**config.mk**
```make
export PLATFORM = sky130hd
export DESIGN_NAME = uart_rx_word_flat
export DESIGN_NICKNAME = d
export VERILOG_FILES = /design/src/rtl/uart_pkg.sv /design/src/rtl/uart_rx_word_if.sv /design/src/rtl/uart_rx_byte.sv /design/src/rtl/uart_rx_word.sv /design/src/flat_wrapper.sv
export SDC_FILE = /design/constraint.sdc
export NUM_CORES = 1
export LEC_CHECK = 0
export CAP_MARGIN = 20
export CORE_MARGIN = 3
export CORE_UTILIZATION = 45
export CTS_CLUSTER_SIZE = 8
export DETAILED_ROUTE_END_ITERATION = 12
export GPL_TIMING_DRIVEN = 0
export PLACE_DENSITY = 0.72
export SYNTH_ARGS = -nofsm -noshare
export SYNTH_HDL_FRONTEND = slang
export SYNTH_SLANG_ARGS = --single-unit
export TNS_END_PERCENT = 10
```
**constraint.sdc**
```tcl
create_clock -name sys_clk -period 3.2 [get_ports sys_clk]
set_input_delay 0.64 -clock sys_clk [delete_from_list [all_inputs] [get_ports sys_clk]]
set_output_delay 0.64 -clock sys_clk [all_outputs]
set_load 0.03 [all_outputs]
```
**src/rtl/uart_pkg.sv**
```systemverilog
// Shared UART definitions: FSM state codes, baud-period helpers and widths.
// Used by both the receive and transmit paths.
package uart_pkg;
  localparam int BYTE_W = 8;
  localparam int WORD_W = 16;

  localparam logic [2:0] ST_IDLE   = 3'd0;
  localparam logic [2:0] ST_START  = 3'd1;
  localparam logic [2:0] ST_DATA   = 3'd2;
  localparam logic [2:0] ST_PARITY = 3'd3;
  localparam logic [2:0] ST_STOP   = 3'd4;

  function automatic int baud_cnt(input int clk_freq, input int bps);
    return clk_freq / bps;
  endfunction

  function automatic int half_cnt(input int clk_freq, input int bps);
    return baud_cnt(clk_freq, bps) / 2;
  endfunction
endpackage

```
**src/rtl/uart_rx_word_if.sv**
```systemverilog
// Word-level receive bundle: assembled word, its strobe, error pulses and busy.
interface uart_rx_word_if;
  import uart_pkg::*;
  logic [WORD_W-1:0] data;
  logic              data_valid;
  logic              frame_err;
  logic              timeout_err;
  logic              busy;

  modport master (output data, data_valid, frame_err, timeout_err, busy);
  modport slave  (input  data, data_valid, frame_err, timeout_err, busy);
endinterface

```
**src/rtl/uart_rx_byte.sv**
```systemverilog
// Byte receiver: 2-FF sync + history flop, mid-bit sampling FSM, framing check.
// Define UART_RX_PARITY_EN for an even-parity bit between data and stop.
module uart_rx_byte
  import uart_pkg::*;
#(
  parameter int CLK_FREQ = 60000000,
  parameter int UART_BPS = 115200
) (
  input  logic              sys_clk,
  input  logic              sys_rst,
  input  logic              uart_rxd,
  output logic [BYTE_W-1:0] rx_byte,
  output logic              byte_valid,
  output logic              byte_err,
  output logic              busy,
  output logic              idle
);
  localparam int BAUD = baud_cnt(CLK_FREQ, UART_BPS);
  localparam int HALF = half_cnt(CLK_FREQ, UART_BPS);
  localparam int CW   = $clog2(BAUD + 1);

  logic              s1, s2, prev;
  logic [1:0]        settle;
  logic [2:0]        state;
  logic [CW-1:0]     cnt;
  logic [2:0]        bit_idx;
  logic [BYTE_W-1:0] shreg;
  logic              fall, tick_half, tick_full, stop_hit, good;

  // Edges are ignored until the sync chain holds real line samples, so a
  // line already low when reset releases is not taken as a start bit.
  assign fall      = (settle == 2'd3) && prev && !s2;
  assign tick_half = (cnt == CW'(HALF - 1));
  assign tick_full = (cnt == CW'(BAUD - 1));
  assign stop_hit  = (state == ST_STOP) && tick_full;
  assign rx_byte   = shreg;
  assign idle      = (state == ST_IDLE);

`ifdef UART_RX_PARITY_EN
  logic par_ok;
  assign good = s2 && par_ok;
  always_ff @(posedge sys_clk) begin
    if (sys_rst)                              par_ok <= 1'b1;
    else if (state == ST_PARITY && tick_full) par_ok <= ~^{shreg, s2};
  end
`else
  assign good = s2;
`endif

  assign byte_valid = stop_hit && good;
  assign byte_err   = stop_hit && !good;

  always_ff @(posedge sys_clk) begin
    if (sys_rst) begin
      s1      <= 1'b1;
      s2      <= 1'b1;
      prev    <= 1'b1;
      settle  <= 2'd0;
      state   <= ST_IDLE;
      cnt     <= '0;
      bit_idx <= 3'd0;
      shreg   <= '0;
      busy    <= 1'b0;
    end else begin
      s1   <= uart_rxd;
      s2   <= s1;
      prev <= s2;
      if (settle != 2'd3) settle <= settle + 2'd1;
      cnt <= cnt + CW'(1);
      case (state)
        ST_IDLE: begin
          cnt <= '0;
          if (fall) state <= ST_START;
        end
        ST_START: if (tick_half) begin
          cnt <= '0;
          if (!s2) begin
            state   <= ST_DATA;
            busy    <= 1'b1;
            bit_idx <= 3'd0;
          end else begin
            state <= ST_IDLE;
          end
        end
        ST_DATA: if (tick_full) begin
          cnt     <= '0;
          shreg   <= {s2, shreg[BYTE_W-1:1]};
          bit_idx <= bit_idx + 3'd1;
`ifdef UART_RX_PARITY_EN
          if (bit_idx == 3'd7) state <= ST_PARITY;
`else
          if (bit_idx == 3'd7) state <= ST_STOP;
`endif
        end
`ifdef UART_RX_PARITY_EN
        ST_PARITY: if (tick_full) begin
          cnt   <= '0;
          state <= ST_STOP;
        end
`endif
        ST_STOP: if (tick_full) begin
          cnt   <= '0;
          busy  <= 1'b0;
          state <= ST_IDLE;
        end
        default: state <= ST_IDLE;
      endcase
    end
  end
endmodule

```
**src/rtl/uart_rx_word.sv**
```systemverilog
// UART word receiver: pairs bytes MSB-first into 16-bit words and drops a
// lone high byte after TIMEOUT_BITS idle bit periods.
module uart_rx_word
  import uart_pkg::*;
#(
  parameter int CLK_FREQ     = 60000000,
  parameter int UART_BPS     = 115200,
  parameter int TIMEOUT_BITS = 20
) (
  input  logic           sys_clk,
  input  logic           sys_rst,
  input  logic           uart_rxd,
  uart_rx_word_if.master rx
);
  localparam int BAUD   = baud_cnt(CLK_FREQ, UART_BPS);
  localparam int TO_CYC = TIMEOUT_BITS * BAUD;
  localparam int TW     = $clog2(TO_CYC + 1);

  logic [BYTE_W-1:0] rx_byte, hi;
  logic              byte_valid, byte_err, idle, have_hi;
  logic [TW-1:0]     idle_cnt;

  uart_rx_byte #(.CLK_FREQ(CLK_FREQ), .UART_BPS(UART_BPS)) u_byte (
    .sys_clk   (sys_clk),
    .sys_rst   (sys_rst),
    .uart_rxd  (uart_rxd),
    .rx_byte   (rx_byte),
    .byte_valid(byte_valid),
    .byte_err  (byte_err),
    .busy      (rx.busy),
    .idle      (idle)
  );

  // Byte events only occur at the stop sample, never while idle, so the
  // timeout branch and the byte branch cannot collide.
  always_ff @(posedge sys_clk) begin
    if (sys_rst) begin
      rx.data        <= '0;
      rx.data_valid  <= 1'b0;
      rx.frame_err   <= 1'b0;
      rx.timeout_err <= 1'b0;
      have_hi        <= 1'b0;
      hi             <= '0;
      idle_cnt       <= '0;
    end else begin
      rx.data_valid  <= 1'b0;
      rx.frame_err   <= 1'b0;
      rx.timeout_err <= 1'b0;
      if (have_hi && idle) begin
        if (idle_cnt == TW'(TO_CYC - 1)) begin
          idle_cnt       <= '0;
          have_hi        <= 1'b0;
          rx.timeout_err <= 1'b1;
        end else begin
          idle_cnt <= idle_cnt + TW'(1);
        end
      end else begin
        idle_cnt <= '0;
      end
      if (byte_err) begin
        rx.frame_err <= 1'b1;
        have_hi      <= 1'b0;
      end else if (byte_valid) begin
        if (have_hi) begin
          rx.data       <= {hi, rx_byte};
          rx.data_valid <= 1'b1;
          have_hi       <= 1'b0;
        end else begin
          hi      <= rx_byte;
          have_hi <= 1'b1;
        end
      end
    end
  end
endmodule
```
**src/flat_wrapper.sv**
```systemverilog
// flat-port wrapper written by rule: the top's interface ports become plain ports
module uart_rx_word_flat import uart_pkg::*;
#(
  parameter int CLK_FREQ     = 60000000,
  parameter int UART_BPS     = 115200,
  parameter int TIMEOUT_BITS = 20
)
  (sys_clk, sys_rst, uart_rxd, rx_data, rx_data_valid, rx_frame_err, rx_timeout_err, rx_busy);
  uart_rx_word_if rx_i ();
  input  logic sys_clk;
  input  logic sys_rst;
  input  logic uart_rxd;
  output wire logic [$bits(rx_i.data)-1:0] rx_data;
  output wire logic [$bits(rx_i.data_valid)-1:0] rx_data_valid;
  output wire logic [$bits(rx_i.frame_err)-1:0] rx_frame_err;
  output wire logic [$bits(rx_i.timeout_err)-1:0] rx_timeout_err;
  output wire logic [$bits(rx_i.busy)-1:0] rx_busy;
  assign rx_data = rx_i.data;
  assign rx_data_valid = rx_i.data_valid;
  assign rx_frame_err = rx_i.frame_err;
  assign rx_timeout_err = rx_i.timeout_err;
  assign rx_busy = rx_i.busy;
  uart_rx_word #(.CLK_FREQ(CLK_FREQ), .UART_BPS(UART_BPS), .TIMEOUT_BITS(TIMEOUT_BITS)) u_core (.sys_clk(sys_clk), .sys_rst(sys_rst), .uart_rxd(uart_rxd), .rx(rx_i));
endmodule
```
==> results of run 1 <==
## metal layers
| metal | GRT usage | up-vias | wire (µm) | share of wire |
|---|---|---|---|---|
| met2 | 0.238 | 41 | 2440 | 0.43 |
| met4 | 0.0541 | 0 | 66 | 0.012 |
| met5 | 0 | - | 0 | 0 |
| met3 | 0.0581 | 6 | 224 | 0.040 |
| met1 | 0.214 | 1041 | 2930 | 0.52 |
| li1 | - | 1162 | - | - |
## layout make-up
cell class / instances / area (µm²)
buffer: 17 / 106
clock buffer: 9 / 124
clock inverter: 7 / 61.3
fill: 594 / 2920
inverter: 6 / 22.5
multi-input combinational: 224 / 1540
sequential: 72 / 1440
tap: 77 / 96.3
timing repair buffer: 22 / 220
## path summary, 6_finish.rpt
path	endpoint	startpoint	slack, ns	cells after the start
setup / recovery	rx_busy	u_core.u_byte.busy	1.16	1
hold / removal	u_core.u_byte.good	u_core.u_byte.s1	0.41	1
setup reg to reg	u_core.u_byte.cnt[3]	u_core.u_byte.cnt[0]	1.21	5
hold reg to reg	u_core.u_byte.good	u_core.u_byte.s1	0.41	1
## flip-flops by register name, indices dropped and copies added, names as in the netlist, 2 cells and up
name,flops
u_core.rx.data,16
u_core.u_byte.state,3
u_core.u_byte.bit_idx,3
u_core.hi,8
u_core.u_byte.cnt,10
u_core.u_byte.settle,2
u_core.idle_cnt,14
u_core.u_byte.rx_byte,8
## power by group
| part | internal, mW | switching (mW) |
|---|---|---|
| Sequential | 0.903 | 0.00404 |
| Combinational | 0.0205 | 0.0205 |
| Clock | 0.297 | 0.380 |
## placed cells by master, fill, tap and decap left out, types with 7 or more instances in the layout
cell type,netlist,layout
dfxtp_1,72,72
nor2_1,38,38
mux2i_1,34,34
nand2b_1,31,31
clkdlybuf4s50_1,0,22
nand2_1,13,13
xor2_1,11,11
nand3_1,10,10
a21oi_1,9,9
clkbuf_8,0,9
clkbuf_1,8,8
nor3_1,7,7
or2_2,7,7
xnor2_1,7,7
## logic make-up after synthesis
| group | after synthesis | synth area share |
|---|---|---|
| mux | 34 | 0.109 |
| simple gates | 144 | 0.266 |
| xor+xnor | 18 | 0.0507 |
| compound gates | 22 | 0.0451 |
| flops | 72 | 0.464 |
| fa+ha+maj | 6 | 0.0241 |
| buf+inv | 23 | 0.0414 |
## through the flow
step                cell area [µm²]  setup WS (ns)  hold WS [ns]
detailed placement             3430           1.09         0.397
CTS                            3610           1.14         0.418
global placement               3430           1.10         0.390
floorplan                      3110           1.41         0.389
finish                         3610           1.16         0.415
global route                   3610           1.02         0.440
==> results.sh, run 1 <==
export IMPL_die_h_um=89.1
export IMPL_synthDistinctLibCells=48
export IMPL_cts_tree="yes"
export IMPL_status="finished clean"
export IMPL_setup_violations=0
export IMPL_rsz0062_at_grt="no"
export IMPL_hold_violations=0
export IMPL_postCtsSetupBuffers=0
export IMPL_cts_buffers=9
export IMPL_utilization=0.553
export IMPL_netlist_instances=319
export IMPL_async_flop_share=0
export IMPL_area_growth_synth_to_final_pct=16.1
export IMPL_slowest_stage="clkdlybuf4s50_1"
export IMPL_critical_path_top_delay_family="buffers and inverters"
export IMPL_cp_start_kind="flop"
export IMPL_clkSinkCount=72
export IMPL_cap_violations=0
export IMPL_grtUsageTotal=0.160
export IMPL_synth_top_cell_by_area="dfxtp_1"
export IMPL_instances_no_fill=434
export IMPL_crit_chain="clkdlybuf4s50_1"
export IMPL_power_mw=1.63
export IMPL_drt_total_wl_um=5650
export IMPL_cp_slowest_stage_delay_ns=0.68
export IMPL_min_period_ns=2.04
export IMPL_final_period_utilization=0.637
export IMPL_firstDrtPassIters=4
export IMPL_netlist_area_leader_share=0.464
export IMPL_ys_dominant_reg_cell="dfxtp_1"
export IMPL_clk_pin_slew_ns=0.09
export IMPL_slew_viol_final=0
export IMPL_ys_warn_count=0
export IMPL_start_util=0.476
export IMPL_die_w_um=89.1
export IMPL_pin_count=23
export IMPL_wl_per_cell_um=13.0
export IMPL_overflow=0
export IMPL_worstMarginPinSlew_ns=0.512
export IMPL_slew_limit_headroom=0.654
export IMPL_gp_congestion=0.811
export IMPL_drive_above_1_share=0.109
export IMPL_worst_setup_path_type="flop to output pin"
export IMPL_pwr_density_cell_mw_per_mm2=450
export IMPL_clk_insertion_delay_late_ns=0.35
export IMPL_synth_edff_count=0
export IMPL_avgSynthCellArea_um2=9.75
export IMPL_postCtsHoldBufs=0
export IMPL_grt_max_degree=16
export IMPL_ys_ff_latch=72
export IMPL_drt_iter0_drc=83
export IMPL_core_area_mm2=0.00653
export IMPL_yosysMostFrequentCell="dfxtp_1"
export IMPL_dieArea_mm2=0.00794
export IMPL_fin_tns_setup_ns=0
export IMPL_crit_required_ns=2.56
export IMPL_drc_errors=0
export IMPL_hpwl_um=3920
export IMPL_io_buffer_count=22
export IMPL_ant_nets=0
export IMPL_viasPerCell=5.18
export IMPL_placementRows=29
export IMPL_hold_path_class="flop to flop"
export IMPL_cts_buffer_depth=2
export IMPL_grt_pass1_wl_um=9860
export IMPL_nNetsFinal=361
export IMPL_synth_fp_nets=328
export IMPL_cts_resized=0
export IMPL_fin_worst_skew_ns=0.00970
export IMPL_root_buffer="clkbuf_8"
export IMPL_fmax_mhz=491
export IMPL_vias=2250
export IMPL_netlist_top_cells_area="dfxtp_1 46%, mux2i_1 11%, nand2b_1 6.2%, nor2_1 4.6%, xor2_1 3.1%"
export IMPL_crit_path_end_kind="output pin"
export IMPL_worst_path_buf_inv=1
export IMPL_grt_pass1_vias=2186
export IMPL_antennaDiodeCount=0
export IMPL_seq_area_frac_synth=0.464
export IMPL_worst_ir_drop_vdd_uv=291
export IMPL_htreeDepth=3
export IMPL_synth_common_cells="72 x dfxtp_1, 38 x nor2_1, 34 x mux2i_1"
export IMPL_dp_cells=418
export IMPL_antenna_found_initial=0
export IMPL_critPathMaxFanout=2
export IMPL_cp_data_arrival_time_ns=1.40
export IMPL_syn_area_mm2=0.00311
export IMPL_p_leak_nw=1.34
(Power assumes the default switching activity.)
==> run 2, diff against run 1 <==
PLACE_DENSITY = 0.74   (was 0.72)
clock period = 1.7 ns   (was 3.2 ns; I/O delays follow)
==> results.sh, run 2 (same netlist as run 1, synthesis figures left out) <==
export IMPL_fin_worst_skew_ns=0.0114
export IMPL_vias=2336
export IMPL_hold_path_class="flop to flop"
export IMPL_p_leak_nw=1.57
export IMPL_combPwrFrac=0.027
export IMPL_layout_setup_ws_ns=-0.0474
export IMPL_worstMarginPinSlew_ns=0.568
export IMPL_placementRows=29
export IMPL_cp_start_kind="flop"
export IMPL_rsz0062_at_grt="yes"
export IMPL_largest_register="u_core.rx.data"
export IMPL_p_int_mw=2.34
export IMPL_final_common_cell="dfxtp_1"
export IMPL_dp_cells=418
export IMPL_final_cell_mix="70 x dfxtp_1, 37 x nor2_1, 33 x mux2i_1"
export IMPL_largest_register_ffs=16
export IMPL_overflow=0
export IMPL_seqPwrFrac=0.564
export IMPL_pin_count=23
export IMPL_min_period_ns=1.75
export IMPL_fmax_mhz=572
export IMPL_drt_total_wl_um=6270
export IMPL_clk_insertion_delay_late_ns=0.35
export IMPL_p_switching_uw=683
export IMPL_gp_congestion=0.839
export IMPL_final_period_utilization=1.03
export IMPL_start_util=0.476
export IMPL_cts_buffer_depth=2
export IMPL_crit_path_end_kind="flop"
export IMPL_drive_above_1_share=0.188
export IMPL_nNetsFinal=377
export IMPL_antenna_found_initial=0
export IMPL_setup_violations=10
export IMPL_area_growth_synth_to_final_pct=23.5
export IMPL_grt_max_degree=13
export IMPL_status="finished, violations left"
export IMPL_viasPerCell=5.20
export IMPL_antennaDiodeCount=0
export IMPL_reg_top3="u_core.rx.data (16), u_core.idle_cnt (14), u_core.u_byte.cnt (10)"
export IMPL_critPathMaxFanout=5
export IMPL_design_area_mm2=0.00384
export IMPL_clkSinkCount=72
export IMPL_ant_nets=0
export IMPL_dieArea_mm2=0.00794
export IMPL_die_h_um=89.1
export IMPL_worst_setup_path_type="flop to flop"
export IMPL_fill_cells=536
export IMPL_crit_required_ns=1.98
export IMPL_htreeDepth=3
export IMPL_firstDrtPassIters=4
export IMPL_placed_area_mm2=0.00344
export IMPL_cap_violations=0
export IMPL_hpwl_um=4020
export IMPL_root_buffer="clkbuf_8"
export IMPL_slew_viol_final=0
export IMPL_grt_pass1_vias=2154
export IMPL_swShare=0.226
export IMPL_cp_data_arrival_time_ns=2.02
export IMPL_hold_violations=0
export IMPL_postCtsHoldBufs=0
export IMPL_slew_limit_headroom=0.621
export IMPL_drc_errors=0
export IMPL_io_buffer_count=22
export IMPL_fin_tns_setup_ns=-0.236
export IMPL_instances_no_fill=449
export IMPL_wl_per_cell_um=14.0
export IMPL_pwr_density_cell_mw_per_mm2=787
export IMPL_cts_tree="yes"
export IMPL_grt_pass1_wl_um=9960
export IMPL_drt_iter0_drc=76
export IMPL_seq_area_mm2=0.00145
export IMPL_worst_ir_drop_vdd_uv=614
export IMPL_cts_buffers=9
export IMPL_dp_worst_setup_slack_ns=-0.236
export IMPL_clk_pin_slew_ns=0.08
export IMPL_power_mw=3.02
export IMPL_core_area_mm2=0.00653
export IMPL_grtUsageTotal=0.164
export IMPL_die_w_um=89.1
export IMPL_p_clk_frac=0.410
export IMPL_multi_input_area_mm2=0.00162
export IMPL_violations="setup timing"
run 2: final timing paths:
path | startpoint | end | slack (ns) | cells past startpoint
min reg2reg | u_core.u_byte.s1 | u_core.u_byte.good | 0.42 | 1
max | u_core.u_byte.cnt[0] | u_core.rx.data[4] | -0.05 | 7
min | u_core.u_byte.s1 | u_core.u_byte.good | 0.42 | 1
max reg2reg | u_core.u_byte.cnt[0] | u_core.rx.data[4] | -0.05 | 7
run 2: power by group through the flow:
stage	combinational [mW]	sequential, mW	clock [mW]
3_5_place_dp	0.0762	1.74	0
2_1_floorplan	0.0581	1.74	0
3_3_place_gp	0.0748	1.74	0
4_1_cts	0.0782	1.70	1.27
6_report	0.0804	1.70	1.24
5_1_grt	0.0879	1.70	1.35
run 2: cell type report:
| cell class | instances | area share |
|---|---|---|
| multi-input combinational | 224 | 0.421 |
| sequential | 72 | 0.377 |
| timing repair buffer | 38 | 0.0919 |
| clock buffer | 11 | 0.0394 |
| buffer | 17 | 0.0316 |
| tap | 77 | 0.0251 |
| clock inverter | 4 | 0.00750 |
| inverter | 6 | 0.00587 |
run 2: critical path: stages (launching register included):
cell	delay, ns
dfxtp_4	0.36
ha_4	0.13
nor4b_4	0.25
and4_1	0.25
buf_6	0.12
and3_4	0.23
buf_16	0.13
mux2i_1	0.20
run 2: what timing repair did:
action,4_1_cts,5_1_grt
setup endpoints to repair,66,51
resized for setup,26,24
cloned,1,1
pin swaps,3,2
buffers inserted,8,6
run 2: per-stage QoR:
step | util | hold slack, ns
6_report | 0.588 | 0.424
4_1_cts | 0.570 | 0.421
5_1_grt | 0.588 | 0.434
2_1_floorplan | - | 0.389
3_3_place_gp | 0.527 | 0.391
3_5_place_dp | 0.527 | 0.402
run 2: per-layer routing:
layer  GRT usage  part of all wire
met1       0.210              0.49
met2       0.252              0.46
met5           0                 0
met3      0.0636             0.029
met4      0.0582             0.019
==> run 3, diff against run 2 <==
RECOVER_POWER = 25   (was not set)
==> results.sh, run 3 (same netlist as run 1, synthesis figures left out) <==
export IMPL_status="finished, violations left"
export IMPL_violations="setup timing"
export IMPL_rsz0062_at_grt="yes"
export IMPL_final_period_utilization=1.03
export IMPL_final_common_cell="dfxtp_1"
export IMPL_holdWs_ns=0.424
export IMPL_postCtsHoldBufs=0
export IMPL_cts_buffers=9
export IMPL_fmax_mhz=571
export IMPL_wl_per_cell_um=14.0
export IMPL_hold_end="u_core.u_byte.good"
export IMPL_core_area_mm2=0.00653
export IMPL_ant_nets=0
export IMPL_cp_data_arrival_time_ns=2.03
export IMPL_nNetsFinal=377
export IMPL_whs_path_depth=1
export IMPL_pin_count=23
export IMPL_firstDrtPassIters=4
export IMPL_cts_tree="yes"
export IMPL_hold_path_class="flop to flop"
export IMPL_die_h_um=89.1
export IMPL_cts_buffer_depth=2
export IMPL_fill_cells=543
export IMPL_regToRegEndpoint="u_core.rx.data[4]"
export IMPL_final_cell_mix="70 x dfxtp_1, 37 x nor2_1, 33 x mux2i_1"
export IMPL_viasPerCell=5.24
export IMPL_die_w_um=89.1
export IMPL_drive_above_1_share=0.185
export IMPL_setup_violations=13
export IMPL_drc_errors=0
export IMPL_grtUsageTotal=0.164
export IMPL_slowest_stage="dfxtp_4"
export IMPL_crit_path_end_kind="flop"
export IMPL_placed_area_mm2=0.00344
export IMPL_crit_chain="ha_4 > nor4b_4 > and4_1 > buf_6 > and3_4 > buf_16 > mux2i_1"
export IMPL_htreeDepth=3
export IMPL_min_period_ns=1.75
export IMPL_antennaDiodeCount=0
export IMPL_grt_pass1_vias=2154
export IMPL_reg_top3="u_core.rx.data (16), u_core.idle_cnt (14), u_core.u_byte.cnt (10)"
export IMPL_gp_congestion=0.839
export IMPL_start_util=0.476
export IMPL_critical_path_top_delay_family="simple AND/OR/NAND/NOR gates"
export IMPL_slew_viol_final=0
export IMPL_root_buffer="clkbuf_8"
export IMPL_crit_required_ns=1.98
export IMPL_pwr_density_cell_mw_per_mm2=792
export IMPL_largest_register_ffs=16
export IMPL_placementRows=29
export IMPL_drt_iter0_drc=80
export IMPL_dp_worst_setup_slack_ns=-0.236
export IMPL_r2r_start="u_core.u_byte.cnt[0]"
export IMPL_slew_limit_headroom=0.622
export IMPL_holdCritStartpoint="u_core.u_byte.s1"
export IMPL_hold_violations=0
export IMPL_drt_total_wl_um=6270
export IMPL_worst_ir_drop_vdd_uv=615
export IMPL_clk_pin_slew_ns=0.08
export IMPL_r2r_cells=7
export IMPL_cp_slowest_stage_delay_ns=0.36
export IMPL_utilization=0.584
export IMPL_io_buffer_count=22
export IMPL_worst_path_buf_inv=2
export IMPL_grt_max_degree=13
export IMPL_cap_violations=0
export IMPL_clk_insertion_delay_late_ns=0.35
export IMPL_vias=2353
export IMPL_clkSinkCount=72
export IMPL_largest_register="u_core.rx.data"
export IMPL_layout_setup_ws_ns=-0.0510
export IMPL_cp_num_cells=7
export IMPL_worst_setup_path_type="flop to flop"
export IMPL_cp_start_kind="flop"
export IMPL_area_growth_synth_to_final_pct=22.7
export IMPL_hpwl_um=4020
export IMPL_design_area_mm2=0.00381
export IMPL_reg2reg_slack_ns=-0.05
export IMPL_fin_worst_skew_ns=0.0114
export IMPL_critPathMaxFanout=5
export IMPL_worstMarginPinSlew_ns=0.568
export IMPL_antenna_found_initial=0
export IMPL_fin_tns_setup_ns=-0.281
export IMPL_overflow=0
export IMPL_dieArea_mm2=0.00794
export IMPL_p_leak_nw=1.52
export IMPL_grt_pass1_wl_um=9960
==> run 3: cell count changes in the layout (fill, tap and decap cells not counted), sizes merged <==
cell           delta
dlymetal6s2s      -2
clkdlybuf4s50     -1
dlygate4sd3       +1
buf               -2
clkbuf            +4
==> run 3: how the worst max path moves through the flow <==
stage | startpoint | endpoint | slack [ns]
global route | u_core.u_byte.cnt[0] | u_core.rx.data[5] | -0.14
CTS | u_core.u_byte.state[1] | u_core.u_byte.bit_idx[1] | -0.08
finish | u_core.u_byte.cnt[0] | u_core.rx.data[4] | -0.05
floorplan | u_core.u_byte.cnt[1] | u_core.rx.data[0] | -0.01
global placement | u_core.idle_cnt[0] | u_core.idle_cnt[3] | -0.20
detailed placement | u_core.idle_cnt[0] | u_core.idle_cnt[6] | -0.24
==> run 3: layout make-up <==
class	count	area, µm²	area share
well taps	77	96.3	0.0253
repair buffers	38	335	0.0879
clock buffers	11	151	0.0397
flip-flops and latches	72	1450	0.380
inverters	6	22.5	0.00590
multi-input cells	224	1620	0.424
plain buffers	17	115	0.0302
clock inverters	4	28.8	0.00754
==> run 3: report_power, final <==
part	leakage (nW)	switching, mW	internal (mW)
Combinational	0.853	0.0413	0.0369
Clock	0.0878	0.634	0.603
Sequential	0.582	0.00721	1.70
Total	1.52	0.683	2.34
==> run 3: stage by stage <==
step	total power [mW]	cells
floorplan	1.80	319
global placement	1.82	418
detailed placement	1.82	418
CTS	3.06	442
global route	3.14	449
finish	3.02	449
==> run 3: what timing repair did <==
| item | in CTS | in global routing |
|---|---|---|
| endpoints found under the setup margin | 66 | 51 |
| gates cloned | 1 | 1 |
| endpoints found under the hold margin | 0 | 0 |
| pin swaps | 3 | 2 |
| gates resized for setup | 26 | 24 |
| buffers inserted | 8 | 6 |
==> run 3: layer usage <==
metal | share of wire | GRT usage | up-vias | wire (µm)
met5 | 0 | 0 | - | 0
met4 | 0.017 | 0.0582 | 0 | 109
met3 | 0.029 | 0.0636 | 13 | 181
met2 | 0.47 | 0.252 | 30 | 2920
met1 | 0.49 | 0.210 | 1113 | 3060
li1 | - | - | 1197 | -
